[src/rtl/mbist_mem_scheduler.sv]
// Shares one pmbist engine across MEM_NUM memories. Enabled memories are tested one at a
// time in ascending index order, with a sticky fail/timeout map and a per-run watchdog.
module mbist_mem_scheduler #(
    parameter int unsigned MEM_NUM   = 4,
    parameter int unsigned MEM_ID_W  = (MEM_NUM > 1) ? $clog2(MEM_NUM) : 1,
    parameter int unsigned TIMEOUT_W = 12
) (
    input  logic                clk,
    input  logic                rstn,
    input  logic                i_start,
    input  logic                i_abort,
    input  logic [MEM_NUM-1:0]  i_mem_en,
    output logic                o_eng_start,
    input  logic                i_eng_run,
    input  logic                i_eng_end,
    input  logic [MEM_NUM-1:0]  i_fail_flags,
    output logic [MEM_NUM-1:0]  o_mem_sel,
    output logic [MEM_ID_W-1:0] o_mem_id,
    output logic [MEM_NUM-1:0]  o_fail_map,
    output logic [MEM_NUM-1:0]  o_timeout_map,
    output logic                o_busy,
    output logic                o_done
);

    typedef enum logic [2:0] {
        StIdle,
        StScan,
        StLaunch,
        StWaitRun,
        StRun,
        StNext,
        StDone
    } state_e;

    localparam logic [MEM_ID_W-1:0] LastIdx = MEM_ID_W'(MEM_NUM - 1);

    state_e               state_q, state_d;
    logic [MEM_ID_W-1:0]  idx_q, idx_d;
    logic [MEM_NUM-1:0]   en_q, en_d;
    logic [MEM_NUM-1:0]   fail_q, fail_d;
    logic [MEM_NUM-1:0]   tmo_q, tmo_d;
    logic [TIMEOUT_W-1:0] wdog_q, wdog_d;

    logic                 found;
    logic [MEM_ID_W-1:0]  found_idx;
    logic [TIMEOUT_W-1:0] wdog_inc;
    logic                 wdog_expired;

    // Lowest enabled memory at or above the current index.
    always_comb begin
        found     = 1'b0;
        found_idx = '0;
        for (int i = 0; i < MEM_NUM; i++) begin
            if (!found && en_q[i] && (i >= int'(idx_q))) begin
                found     = 1'b1;
                found_idx = MEM_ID_W'(i);
            end
        end
    end

    assign wdog_inc     = wdog_q + TIMEOUT_W'(1);
    assign wdog_expired = &wdog_inc;

    always_comb begin
        state_d = state_q;
        idx_d   = idx_q;
        en_d    = en_q;
        fail_d  = fail_q;
        tmo_d   = tmo_q;
        wdog_d  = wdog_q;

        if (i_abort) begin
            state_d = StIdle;
        end else begin
            unique case (state_q)
                StIdle: begin
                    if (i_start) begin
                        en_d    = i_mem_en;
                        fail_d  = '0;
                        tmo_d   = '0;
                        idx_d   = '0;
                        wdog_d  = '0;
                        state_d = StScan;
                    end
                end
                StScan: begin
                    if (found) begin
                        idx_d   = found_idx;
                        state_d = StLaunch;
                    end else begin
                        state_d = StDone;
                    end
                end
                StLaunch: begin
                    wdog_d  = '0;
                    state_d = StWaitRun;
                end
                StWaitRun, StRun: begin
                    fail_d[idx_q] = fail_q[idx_q] | i_fail_flags[idx_q];
                    wdog_d        = wdog_inc;
                    // Watchdog expiry outranks a coincident end-of-program.
                    if (wdog_expired) begin
                        tmo_d[idx_q]  = 1'b1;
                        fail_d[idx_q] = 1'b1;
                        state_d       = StNext;
                    end else if (state_q == StWaitRun && i_eng_run) begin
                        state_d = StRun;
                    end else if (state_q == StRun && i_eng_end) begin
                        state_d = StNext;
                    end
                end
                StNext: begin
                    if (idx_q == LastIdx) begin
                        state_d = StDone;
                    end else begin
                        idx_d   = idx_q + MEM_ID_W'(1);
                        state_d = StScan;
                    end
                end
                StDone: begin
                    if (!i_start) state_d = StIdle;
                end
                default: state_d = StIdle;
            endcase
        end
    end

    always_ff @(posedge clk or negedge rstn) begin
        if (!rstn) begin
            state_q <= StIdle;
            idx_q   <= '0;
            en_q    <= '0;
            fail_q  <= '0;
            tmo_q   <= '0;
            wdog_q  <= '0;
        end else begin
            state_q <= state_d;
            idx_q   <= idx_d;
            en_q    <= en_d;
            fail_q  <= fail_d;
            tmo_q   <= tmo_d;
            wdog_q  <= wdog_d;
        end
    end

    always_comb begin
        o_mem_sel = '0;
        if (state_q inside {StLaunch, StWaitRun, StRun}) o_mem_sel[idx_q] = 1'b1;
    end

    assign o_eng_start   = (state_q == StLaunch);
    assign o_mem_id      = idx_q;
    assign o_fail_map    = fail_q;
    assign o_timeout_map = tmo_q;
    assign o_busy        = (state_q != StIdle) && (state_q != StDone);
    assign o_done        = (state_q == StDone);

endmodule

[config.mk]
export PLATFORM = sky130hd
export DESIGN_NAME = mbist_mem_scheduler
export DESIGN_NICKNAME = d
export VERILOG_FILES = /design/src/rtl/mbist_mem_scheduler.sv
export SDC_FILE = /design/constraint.sdc
export NUM_CORES = 1
export LEC_CHECK = 0
export CAP_MARGIN = 20
export CORE_AREA = 2 2 57 72
export CTS_BUF_LIST = sky130_fd_sc_hd__clkbuf_16
export DETAILED_ROUTE_END_ITERATION = 7
export DIE_AREA = 0 0 59 74
export PLACE_DENSITY = 0.75
export SLEW_MARGIN = 20
export SYNTH_ARGS = -nofsm -noshare
export SYNTH_HDL_FRONTEND = slang
export SYNTH_SLANG_ARGS = --single-unit
[constraint.sdc]
create_clock -name clk -period 2.35 [get_ports clk]
set_input_delay 0.3525 -clock clk [delete_from_list [all_inputs] [get_ports clk]]
set_output_delay 0.3525 -clock clk [all_outputs]
set_load 0.01 [all_outputs]
# --- Word level (Yosys, flattened, before mapping) ---
# Index checks and enable logic that the tools add are counted.
totals:
  reg_bits: 29
  latchBits: 0
  ram_bits: 0
  mem_bits_ro: 0
  in_bits: 14
  output_inout_bits: 17
  wordCells: 94
  memories: 0
classes:
  n_addsub: 2
  multipliers: 0
  div_mod_pow: 0
  magnitude_cmp: 5
  n_eq_ne: 15
  shift: 0
  muxes: 35
  n_bitwise: 4
  n_reduce_logical: 27
ops:
  columns: ["operator", "n"]
  rows:
  - ["$pmux 12 s3", 1]
  - ["$mux 3", 8]
  - ["$pmux 3 s6", 1]
  - ["$mux 4", 4]
  - ["$pmux 4 s2", 2]
  - ["$add 12x1->12 const B", 1]
  - ["$mux 12", 1]
  - ["$reduce_and 12->1", 1]
  - ["$reduce_and 3->1", 4]
  - ["$reduce_bool 3->1", 4]
  - ["$logic_and 1x1->1", 10]
  - ["$mux 2", 5]
  - ["$eq 3x3->1 const B", 3]
  - ["$ne 3x3->1 const B", 3]
  - ["$mux 1", 8]
  - ["$ne 2x2->1 const B", 4]
  - ["$or 4x4->4", 2]
  - ["$eq 3x2->1 const B", 2]
  - ["$pmux 2 s3", 1]
  - ["$ne 5x5->1 const B", 1]
  - ["$reduce_and 5->1", 1]
  - ["$bmux 1 s2", 2]
  - ["$bwmux 4", 1]
  - ["$ge 1x2->1 const A", 2]
  - ["other kinds (14)", 16]

# --- Longest topological paths before layout ---
# Gate-level depths: netlist of run 1.
logic_depth:
  word_depth: 17
  ltp_mapped: 7
  mapped_depth_nobuf: 7

# --- Worst setup path after synthesis of run 1 ---
# Ideal clock, no wire load.
synth_timing:
  path_kind: "reg-to-reg"
  from: "register idx_q[1], in the netlist o_mem_id[1]"
  to: "register idx_q[0], in the netlist o_mem_id[0]"
  setup_time_ps: 131
  arrival_time_ps: 1552
  required_ps: 2219
  slack_ps: 668
  path_stages_with_launch: 8
  path_buffers: 0
  synth_period_minus_slack_ps: 1682
  cell_sequence: "dfrtp_1 > inv_1 > ha_1 > nand2b_1 > a22o_1 > o31ai_1 > a21oi_1 > mux2i_1"
synth_between:
  elab_chain_cells: 16
  word_cells_on_any_way: 25
  cone_classes: "3 x order compare; 3 x eq/ne; 9 x mux; 10 x reduce/logical"
synth_rtl:
  columns: ["item", "line", "text"]
  rows:
  - ["from (decl)", "38", "logic [MEM_ID_W-1:0] idx_q, idx_d;"]
  - ["from (signal assigned)", "138", "idx_q <= idx_d;"]
  - ["$ge 1x2->1", "54", "if (!found && en_q[i] && (i >= int'(idx_q))) begin"]
  - ["$logic_and 1x1->1", "54", null]
  - ["$mux 1", "54", null]
  - ["$logic_not 1->1", "54", null]
  - ["$logic_and 1x1->1 (2 in a row)", "54", null]
  - ["$mux 1", "54", null]
  - ["$logic_not 1->1", "54", null]
  - ["$logic_and 1x1->1 (2 in a row)", "54", null]
  - ["$mux 1", "54", null]
  - ["$logic_not 1->1", "54", null]
  - ["$logic_and 1x1->1", "54", null]
  - ["$mux 1 or $mux 2 (tied branches)", "54", null]
  - ["$ne 2x2->1 (no source line) or $mux 2 (tied branches)", null, null]
  - ["$reduce_and 5->1 (no source line) or $pmux 2 s3 (tied branches)", null, null]
# Parallel ways exist; a longest one is shown, timed or not. The select of a mux whose other input is x is not followed.
# A chain may end at the register's enable or synchronous reset.

# --- Worst setup path after layout of run 1 ---
layout_timing:
  from: "register idx_q[0], in the netlist o_mem_id[0]"
  to: "output port o_mem_sel[0]"
layout_between:
  elab_chain_cells: 5
  word_cells_on_any_way: 6
  cone_classes: "2 x order compare; 3 x mux; 1 x reduce/logical"
layout_rtl:
  columns: ["item", "line", "text"]
  rows:
  - ["$lt 2x3->1 (not written as such) or $ge 2x1->1 (tied branches)", "148", "if (state_q inside {StLaunch, StWaitRun, StRun}) o_mem_sel[idx_q] = 1'b1;"]
  - ["$logic_and 1x1->1 (not written as such)", "148", null]
  - ["$mux 1 (not written as such)", "148", null]
  - ["$demux 1 s2 *", "148", null]
  - ["$mux 4 *", "148", null]
  - ["to (decl)", "17", "output logic [MEM_NUM-1:0] o_mem_sel,"]
# Every way passes the cells marked *; elsewhere a longest branch is shown, timed or not.

==> results of run 1 <==
[critical path, stage by stage, from the launching register on]
cell and delay [ns]:
dfrtp_1 0.47, inv_1 0.14, ha_1 0.28, nor2b_1 0.15
clkdlybuf4s50_1 0.54
[cells in the final DEF (no fill, tap or decap), types with 4 or more instances in the layout]
cell	netlist	final
a21oi_1	7	7
a31oi_1	4	4
buf_4	1	10
clkbuf_16	0	5
clkdlybuf4s50_1	0	30
dfrtp_1	29	29
ha_1	6	5
inv_1	12	12
mux2_2	5	5
nand2_1	19	19
nand3_1	6	6
nand4_1	5	5
nor2_1	20	20
nor2b_1	9	9
nor3_1	8	8
o211ai_1	5	5
o21ai_0	24	24
o22ai_1	6	6
o31ai_1	5	5
[path summary, 6_finish.rpt]
path	start	to	slack, ns	cells past startpoint
max in group asynchronous	rstn	o_mem_id[0]	1.61	2
min	rstn	wdog_q[5]	0.46	2
max	o_mem_id[0]	o_mem_sel[0]	0.14	4
max reg2reg	wdog_q[0]	o_fail_map[2]	0.43	6
min reg2reg	wdog_q[11]	wdog_q[11]	0.48	1
min in group clk	wdog_q[11]	wdog_q[11]	0.48	1
[routing by layer]
layer  share of wire, %  wire length, um  global-route usage [%]
met1                 41             1840                    26.6
met2                 53             2360                    38.5
met3                3.7              167                    4.52
met4                1.8               82                    8.59
met5                  0                0                       0
[flip-flops by register name (all words and copies together) (netlist names)]
register and cells:
wdog_q 12, o_timeout_map 4, state_q 3, o_mem_id 2
en_q 4, o_fail_map 4
[what timing repair did]
action | CTS | global route
resized for setup | 0 | 1
setup endpoints to repair | 0 | 1
hold endpoints to repair | 0 | 0
[layout make-up]
cell class | instances | area share [%]
Multi-Input combinational cell | 167 | 43.5
Sequential cell | 29 | 29.5
Timing Repair Buffer | 40 | 15.2
Inverter | 13 | 1.98
Clock inverter | 3 | 2.64
Tap cell | 40 | 2.03
Clock buffer | 5 | 5.08
[metrics by stage]
step	util [%]	total power [mW]
after CTS	66.6	2.54
after floorplan	-	1.35
after global routing	66.7	2.68
after global placement	61.5	1.67
final	66.7	2.52
after detailed placement	61.5	1.70
[cell families after synthesis]
logic type                 count (synthesis)  share of synthesized area [%]
and+or+nand+nor                           86                           25.1
AOI/OAI and AO/OA                         65                           22.3
DFF                                       29                           38.5
buffers and inverters                     21                           4.65
muxes                                      7                           4.05
adders and majority gates                  6                           3.99
xor gates and xnor gates                   3                           1.40
[report_power, final]
part	leakage [nW]	internal, mW	switching [mW]	total (mW)
sequential	0.393	0.586	0.115	0.701
combinational	0.509	0.468	0.531	0.999
clock	0.0938	0.604	0.219	0.823
total	0.996	1.66	0.865	2.52
==> qor.csv, run 1 <==
stage,metric,value,unit
finish,fin_area,2460,um2
power_and_ir_drop,leakage,0.996,nW
clocking,numCtsBuffers,5,
synth,synth_async_sr_flop_share,100,%
placed_design,hpwlAfterDp,3270,um
synth,ys_seq_area_share,38.5,%
placed_design,dp.cells,289,
clocking,cts_hold_repair.buffers,0,
placed_design,port_buffers,30,
synth,syn_area_per_cell,8.68,um2
finish,final_cells,297,
global_routing,grt_pass1_wl,7350,um
synth,ys_top_cells_by_count,"dfrtp_1, o21ai_0, nor2_1",
finish,area_delta_synth_final,30.8,%
routing,drt-pass1-iter-count,4,
routing,drtIter0Drc,101,
timing,holdWs,0.463,ns
placed_design,place_area,2270,um2
global_routing,grt_overflow,0,
timing,tightest_slew,0.600,ns
finish,multi_input_area,1070,um2
synth,synth_most_common_cell,dfrtp_1,
min_path,hold_class,in2async,
floorplan,initial_utilization,51.0,%
synth,ys_types,50,
synth,synth_top_area_share,38.5,%
floorplan,die-width,59,um
finish,antenna_cells,0,
worst_setup_path,required,2.00,ns
routing,drc,0,
floorplan,core,3690,um2
placed_design,gp_congestion,0.791,
floorplan,ios,31,
timing,min_period,2.21,ns
synth,synth_edf_count,0,
timing,finalSetupTns,0,ns
synth,ys_top_cells_by_area,"dfrtp_1, o21ai_0, ha_1, nor2_1, nand2_1",
finish,drive_gt1_share,14.4,%
floorplan,die_h,74,um
timing,fmax,452,MHz
synth,syn_area,1880,um2
global_routing,first_global_vias,1649,
finish,regArea,726,um2
clocking,htree_levels,2,
finish,fillCellCount,305,
timing,timing.clock.skew,0.00603,ns
floorplan,rows,25,
routing,antenna_left,0,
clocking,clk_latency,0.28,ns
worst_setup_path,path_max_fanout,9,
timing,fin_ws,0.139,ns
worst_setup_path,start_kind,register,
run,maxCapViolCount,0,
routing,wl_per_cell,15.0,um
global_routing,grt_max_degree,30,
routing,post_drt_via_cell_ratio,5.92,
worst_setup_path,arrival,1.86,ns
clocking,post_cts_buffers,0,
power_and_ir_drop,p_per_area,1020,nW/um2
clocking,clk_path_buf_depth,2,
synth,yosysTopAreaCell,dfrtp_1,
routing,routed_wl,4450,um
clocking,path_clk_slew,0.05,ns
clocking,root_buffer,clkbuf_16,
worst_setup_path,critPathKind,reg2out,
synth,syn_inst,217,
finish,finalNetCount,276,
worst_setup_path,cp-end-kind,primary output,
synth,synth_nets,237,
global_routing,grt_usage,22.1,%
timing,hold_viol_final,0,
synth,yosys_warnings,0,
placed_design,place_ws,0.271,ns
timing,final-setup-viol-count,0,
routing,vias,1759,
run_status,status,finished clean,
global_routing,grt_antenna_before_repair,0,
timing,drv_slew,0,
timing,fin_crit_sh,94.1,%
power_and_ir_drop,peakVddDrop,1030,uV
floorplan,die_area,4370,um2
clocking,cts_tree,built,
timing,slew_headroom,59.9,%
timing,grt_setup_unrepaired,no,
synth,synthFlopType,dfrtp_1,
synth,ys_ff_latch,29,
clocking,cts_sinks,29,
(Power assumes the default switching activity.)
==> run 2, diff against run 1 <==
- clock period: 2.35 -> 2.3 ns (I/O delays scaled with it)
==> qor.csv, run 2 (same netlist as run 1, synthesis figures left out) <==
stage,metric,value,unit,change
finish,finalNetCount,277,,+0.36%
finish,multi_input_area,1070,um2,unchanged
worst_setup_path,arrival,1.83,ns,-0.03 ns
global_routing,grt_usage,23.2,%,+1.1 points
worst_setup_path,r2r_end,o_fail_map[0],,
global_routing,grt_max_degree,30,,unchanged
timing,fmax,459,MHz,
power_and_ir_drop,peakVddDrop,665,uV,-35%
routing,drtIter0Drc,117,,+16%
timing,finalSetupTns,0,ns,unchanged
timing,hold_viol_final,0,,unchanged
routing,post_drt_via_cell_ratio,5.91,,-0.22%
global_routing,first_global_vias,1695,,+2.8%
timing,grt_setup_unrepaired,no,,
clocking,htree_levels,2,,unchanged
power_and_ir_drop,p_per_area,1050,nW/um2,+2.6%
clocking,root_buffer,clkbuf_16,,
routing,antenna_left,0,,unchanged
floorplan,die_h,74,um,unchanged
timing,fin_crit_sh,94.7,%,
power_and_ir_drop,leakage,1.00,nW,+0.74%
global_routing,grt_use_met1,28.5,%,+1.9 points
floorplan,core,3690,um2,unchanged
placed_design,dp.cells,289,,unchanged
finish,final_cell_mix,"clkdlybuf4s50_1, dfrtp_1, o21ai_0, nor2_1, nand2_1",,
routing,wl_per_cell,15.1,um,+0.67%
clocking,cts_sinks,29,,unchanged
floorplan,initial_utilization,51.0,%,unchanged
global_routing,grt-busiest-layer,met2,,
clocking,cts_hold_repair.buffers,0,,unchanged
finish,area_delta_synth_final,31.2,%,
floorplan,rows,25,,unchanged
worst_setup_path,critPathKind,reg2out,,
timing,final-setup-viol-count,0,,unchanged
floorplan,ios,31,,unchanged
clocking,path_clk_slew,0.05,ns,about the same
global_routing,grt_overflow,0,,unchanged
placed_design,place_ws,0.230,ns,-0.0412 ns
global_routing,use_met2,39.8,%,+1.2 points
placed_design,gp_congestion,0.789,,-0.32%
finish,antenna_cells,0,,unchanged
floorplan,die-width,59,um,unchanged
timing,holdWs,0.450,ns,-0.0132 ns
worst_setup_path,reg2reg_slack,0.32,ns,-0.11 ns
placed_design,hpwlAfterDp,3280,um,+0.45%
clocking,clk_path_buf_depth,2,,unchanged
finish,regMostFlops,wdog_q,,
timing,slew_headroom,63.7,%,+3.8 points
run_status,status,finished clean,,
timing,min_period,2.18,ns,
timing,drv_slew,0,,unchanged
finish,final_common_cell,clkdlybuf4s50_1,,
placed_design,port_buffers,30,,unchanged
finish,fillCellCount,308,,+0.98%
finish,final_cells,298,,+0.34%
clocking,cts_tree,built,,
worst_setup_path,rr_worst_depth,7,,+1
timing,fin_ws,0.122,ns,-0.0165 ns
clocking,clk_latency,0.28,ns,about the same
routing,routed_wl,4500,um,+1.0%
finish,regArea,726,um2,unchanged
global_routing,grt_antenna_before_repair,0,,unchanged
min_path,hold_class,in2async,,
global_routing,grt_use_met3,4.35,%,-0.17 points
finish,largest_reg_flops,12,,unchanged
worst_setup_path,cp-end-kind,primary output,,
worst_setup_path,rr_startpoint,state_q[0],,
finish,drive_gt1_share,14.7,%,+0.33 points
floorplan,die_area,4370,um2,unchanged
routing,drc,0,,unchanged
worst_setup_path,start_kind,register,,
run,maxCapViolCount,0,,unchanged
routing,drt-pass1-iter-count,4,,unchanged
worst_setup_path,required,1.96,ns,-0.04 ns
timing,timing.clock.skew,0.00687,ns,+0.000832 ns
finish,final_util,66.9,%,+0.20 points
clocking,numCtsBuffers,5,,unchanged
worst_setup_path,path_max_fanout,4,,-5
routing,vias,1761,,+0.11%
global_routing,grt_pass1_wl,7720,um,+5.1%
timing,tightest_slew,0.543,ns,-0.0567 ns
[run 2: changes by cell type in the layout (fill, tap and decap cells not counted)]
cell   delta
buf_4     +1
[run 2: per-layer routing]
layer	vias to the layer above	part of all wire (%)
met4	0	2.1
met2	44	51
li1	867	-
met3	7	3.9
met1	843	43
met5	-	0
[run 2: critical path, cell delays in order, from the launching register on]
cell	delay, ns
dfrtp_1	0.43
nor3b_4	0.31
nor2_1	0.14
nor2b_1	0.13
clkdlybuf4s50_1	0.54
[run 2: cell type report]
class / instances / area share, %
inverter: 13 / 1.98
multi-input combinational: 167 / 43.4
tap: 40 / 2.03
clock buffer: 5 / 5.07
timing repair buffer: 41 / 15.5
clock inverter: 3 / 2.63
sequential: 29 / 29.4
[run 2: worst max path at each step]
stage / start / to / slack [ns] / cells after the start
6_report: state_q[0] / o_mem_sel[1] / 0.12 / 4
3_3_place_gp: i_start / en_q[1] / 0.27 / 6
4_1_cts: o_mem_id[0] / o_mem_sel[0] / 0.06 / 4
5_1_grt: o_mem_id[0] / o_mem_sel[3] / 0.004 / 3
3_5_place_dp: i_start / en_q[2] / 0.23 / 6
2_1_floorplan: o_mem_id[1] / o_mem_id[0] / 0.62 / 7
[run 2: report_power, final]
part / total (mW) / internal, mW / leakage [nW] / switching, mW
Sequential: 0.712 / 0.598 / 0.393 / 0.114
Combinational: 1.03 / 0.485 / 0.516 / 0.550
Clock: 0.850 / 0.618 / 0.0938 / 0.232
[run 2: per-stage QoR]
step	total power, mW	area, um2
2_1_floorplan	1.38	1880
3_3_place_gp	1.71	2270
3_5_place_dp	1.73	2270
4_1_cts	2.59	2460
5_1_grt	2.76	2470
6_report	2.60	2470
[run 2: timing repair]
| item | 4_1_cts | 5_1_grt |
|---|---|---|
| resized for setup | 0 | 1 |
| setup buffers | 0 | 1 |
| setup endpoints to repair | 0 | 3 |
